`src/rtl/glitcher_pkg.sv`:
```
// Shared types for the glitcher datapath: sequencer states and config field widths.
package glitcher_pkg;
  localparam int DLY_W = 16;
  localparam int PW_W  = 8;
  localparam int NP_W  = 8;
  localparam int SP_W  = 16;

  typedef enum logic [1:0] {
    IDLE  = 2'd0,
    DELAY = 2'd1,
    PULSE = 2'd2,
    SPACE = 2'd3
  } state_t;
endpackage

```
`src/rtl/glitch_pulser.sv`:
```
// Pulse-train generator: after a start, wait delay cycles, then emit N pulses of width W separated by S low cycles.
// Latency: first pulse rises on the edge start+delay; outputs are registered, no backpressure (a start is taken only while ready_o=1).
module glitch_pulser
  import glitcher_pkg::*;
(
  input  logic              clk,
  input  logic              rst,
  input  logic              en,
  input  logic [DLY_W-1:0]  delay_i,
  input  logic [PW_W-1:0]   pulse_width_i,
  input  logic [NP_W-1:0]   num_pulses_i,
  input  logic [SP_W-1:0]   pulse_spacing_i,
  output logic              pulse_o,
  output logic              ready_o
);

  state_t            state;
  logic              en_q;
  logic [DLY_W-1:0]  phase_cnt;
  logic [NP_W-1:0]   pulse_cnt;
  logic [PW_W-1:0]   width_m1;
  logic [SP_W-1:0]   space_m1;
  logic [PW_W-1:0]   width_in_m1;
  logic [SP_W-1:0]   space_in_m1;
  logic              start;

  // Zero width/spacing behave as one cycle; store length-1 so the counter ends at zero.
  assign width_in_m1 = (pulse_width_i   == '0) ? '0 : pulse_width_i   - 1'b1;
  assign space_in_m1 = (pulse_spacing_i == '0) ? '0 : pulse_spacing_i - 1'b1;
  assign start       = en && !en_q && ready_o && (num_pulses_i != '0);

  always_ff @(posedge clk) begin
    // Tracking en through reset means a level held across reset is never seen as a rising edge.
    en_q <= en;
    if (rst) begin
      state     <= IDLE;
      pulse_o   <= 1'b0;
      ready_o   <= 1'b1;
      phase_cnt <= '0;
      pulse_cnt <= '0;
      width_m1  <= '0;
      space_m1  <= '0;
    end else begin
      case (state)
        IDLE: begin
          if (start) begin
            ready_o   <= 1'b0;
            width_m1  <= width_in_m1;
            space_m1  <= space_in_m1;
            pulse_cnt <= num_pulses_i;
            if (delay_i == '0) begin
              state     <= PULSE;
              pulse_o   <= 1'b1;
              phase_cnt <= {{(DLY_W-PW_W){1'b0}}, width_in_m1};
            end else begin
              state     <= DELAY;
              phase_cnt <= delay_i - 1'b1;
            end
          end
        end
        DELAY: begin
          if (phase_cnt == '0) begin
            state     <= PULSE;
            pulse_o   <= 1'b1;
            phase_cnt <= {{(DLY_W-PW_W){1'b0}}, width_m1};
          end else begin
            phase_cnt <= phase_cnt - 1'b1;
          end
        end
        PULSE: begin
          if (phase_cnt == '0) begin
            pulse_o <= 1'b0;
            if (pulse_cnt == NP_W'(1)) begin
              state     <= IDLE;
              ready_o   <= 1'b1;
              pulse_cnt <= '0;
            end else begin
              state     <= SPACE;
              pulse_cnt <= pulse_cnt - 1'b1;
              phase_cnt <= space_m1;
            end
          end else begin
            phase_cnt <= phase_cnt - 1'b1;
          end
        end
        SPACE: begin
          if (phase_cnt == '0) begin
            state     <= PULSE;
            pulse_o   <= 1'b1;
            phase_cnt <= {{(DLY_W-PW_W){1'b0}}, width_m1};
          end else begin
            phase_cnt <= phase_cnt - 1'b1;
          end
        end
        default: begin
          state   <= IDLE;
          pulse_o <= 1'b0;
          ready_o <= 1'b1;
        end
      endcase
    end
  end

endmodule

```
`config.mk`:
```
export PLATFORM = sky130hd
export DESIGN_NAME = glitch_pulser
export DESIGN_NICKNAME = d
export VERILOG_FILES = /design/src/rtl/glitcher_pkg.sv /design/src/rtl/glitch_pulser.sv
export SDC_FILE = /design/constraint.sdc
export NUM_CORES = 1
export LEC_CHECK = 0
export ABC_AREA = 0
export CORE_MARGIN = 1
export CORE_UTILIZATION = 54
export DETAILED_ROUTE_END_ITERATION = 12
export DONT_BUFFER_PORTS = 1
export HOLD_SLACK_MARGIN = 0.03
export MAX_ROUTING_LAYER = met4
export PLACE_DENSITY = 0.7
export SETUP_SLACK_MARGIN = 0.15
export SYNTH_ARGS = -nofsm -noshare
export SYNTH_HDL_FRONTEND = slang
export SYNTH_SLANG_ARGS = --single-unit
```
`constraint.sdc`:
```
create_clock -name clk -period 2.7 [get_ports clk]
set_input_delay 0.405 -clock clk [delete_from_list [all_inputs] [get_ports clk]]
set_output_delay 0.405 -clock clk [all_outputs]
set_load 0.01 [all_outputs]
```
==> run metrics <==
die area=7085 um2; Synth Area in Compound Gates=25.22%; largest net degree at the start of global routing=41; Area contributors post-synth=dfxtp_1 29%, nor2_1 7.0%, xnor2_1 5.0%; PD cells=1047 nW/um2; Synth Flop Type=dfxtp_1; post-synth top area share=29.10%; Worst EP required=2.91 ns; Initial Util=56.77%; relative slew slack=42.15%; Leak=1.366 nW; VDD IR max=404.9 uV; Synth Warn #=0; total of max-cap violations=0; routability cong.=0.9716; Clock Skews=0.004244 ns; H-tree Lvls=2; Post-Syn Instances=482; Initial DRC Count=223; main combinational cell family by area after synthesis=simple AND/OR/NAND/NOR gates; nets=539; final hold vios=0; #FFs+latches synth=53; status=finished with violations; Avg Vias per Cell=6.470; synthesized-area fraction occupied by adder cells=3.432%; EDFF count, synth=0; fin crit share=84.29%; DR DRC count=6; die height=84.17 um; # setup viols final=0; ANT nets after route=0; io pins=53; die width=84.17 um; mux cell area share after synthesis=0.8236%; grt ovf=0; XOR/XNOR share of the synthesized area=7.927%; Max Clk Rate=439.4 MHz; postcts setup bufs=0; Worst Tran Pin Value=0.8645 ns; RSZ-0062 raised after global routing=false; final hold slack=0.1197 ns; share of post-route cells with drive strength above 1=6.485%; Detail Placement HPWL=7417 um; worst skew pair latency=0.31 ns; first-pass GRT wire length=16170 um; Total GRT Usage=29.31%; register area share after synthesis=29.10%; HP Class=in2reg; core area=6422 um2; Syn Nets=543; initial antenna violation count=0; minimum clock period=2.276 ns; synth-to-layout area growth=5.353%; Inserted Clock Buffers=5; worst-case clock buffer depth=2; vias=3591; crit path launch type=flip-flop; worst path arrival time=2.48 ns; Post-synth ARST share=0%; n_diodes=0; failing checks=design-rule violations; commonest non-fill, non-tap cells in the layout=67 x nor2_1, 53 x dfxtp_1, 36 x nand2_1; commonest non-fill, non-tap cell in the layout=nor2_1; kind of critical path=reg2reg; Synth Cell Area=3646 um2; Synth Area in Simple Gates=29.27%; number of core rows=29; clock root buffer=clkbuf_8; port buffer count=0; Final TNS setup=0 ns; TritonRoute pass-1 iters=9; CTS tree=built; clock slew at reported path FFs=0.09 ns; CTS-repair resized insts=0; CTS Hold Bufs=0; clock sinks=53; Syn Area/Cell=7.564 um2; number of global-route vias before repair=3338; Crit Path Max Fanout=18; final WL=9783 um; Final Slew Violations=0; Yosys cell types=53; Avg WL per Cell=17.63 um; area leader, netlist=dfxtp_1; CP endpoint kind=flip-flop
-- layout make-up --
type                       count  area (um2)
tap                           77       96.34
clock inverter                 2       35.03
sequential                    53        1061
inverter                      15       56.30
multi-input combinational    391        2434
timing repair buffer          12       90.09
clock buffer                   5       68.82
fill                         596        2581
-- synthesized netlist by cell type, types with 6 or more instances --
master,count
clkbuf_1,14
o22ai_1,6
nor4_1,6
ha_1,10
xnor2_1,21
o21ai_0,34
inv_1,15
nor3_1,29
nand3_1,8
nand2_1,36
nor2_1,68
dfxtp_1,53
a22oi_1,18
xor2_1,12
a211oi_1,12
buf_2,9
or4_1,8
a31oi_1,14
or3_1,6
a21oi_1,27
-- critical path: stages (launching register included) --
cell and delay [ns]:
dfxtp_1 0.40, inv_1 0.08, ha_1 0.27, nor4b_1 0.17, nand4_1 0.13, nor2_1 0.08, nor2_2 0.52, o21ai_0 0.21
a32o_1 0.30
-- where the power goes --
part / total (W) / internal, W / switching (W)
Clock: 0.000529 / 0.000270 / 0.000259
Sequential: 0.00125 / 0.000997 / 0.000250
Combinational: 0.00224 / 0.000875 / 0.00137
-- worst paths after layout --
kind	startpoint	endpoint	slack, ns	depth (start not counted)
min reg2reg	width_m1[4]	width_m1[4]	0.46	2
max	phase_cnt[0]	phase_cnt[9]	0.42	8
min	en	en_q	0.12	0
max reg2reg	phase_cnt[0]	phase_cnt[9]	0.42	8
-- cells by family after synthesis --
logic type | after synthesis
buf+inv | 38
mux | 3
xor+xnor | 33
simple gates | 203
fa+ha+maj | 10
flops | 53
compound gates | 142
-- sequential cells by signal, summed over array words and instances (netlist names) --
signal	count
phase_cnt	16
space_m1	16
pulse_cnt	8
width_m1	8
state	2
en_q	1
pulse_o	1
ready_o	1
-- stage by stage --
step / total power, W / util (%) / instances / cell area, um2 / setup slack [ns]
after floorplan: 0.002836 / - / 482 / 3646 / 0.7671
after global placement: 0.003432 / 58.15 / 548 / 3735 / 0.3211
after detailed placement: 0.003434 / 58.15 / 548 / 3735 / 0.1856
after CTS: 0.003964 / 59.77 / 555 / 3839 / 0.1617
after global routing: 0.004317 / 59.81 / 555 / 3841 / 0.2561
final: 0.004021 / 59.81 / 555 / 3841 / 0.4240
-- metal layers --
metal | track usage, % | share of wire, %
met1 | 39.25 | 47
met2 | 45.08 | 44
met3 | 5.113 | 6.1
met4 | 9.248 | 2.7
met5 | - | 0
Power figures use the tool's default switching activity.
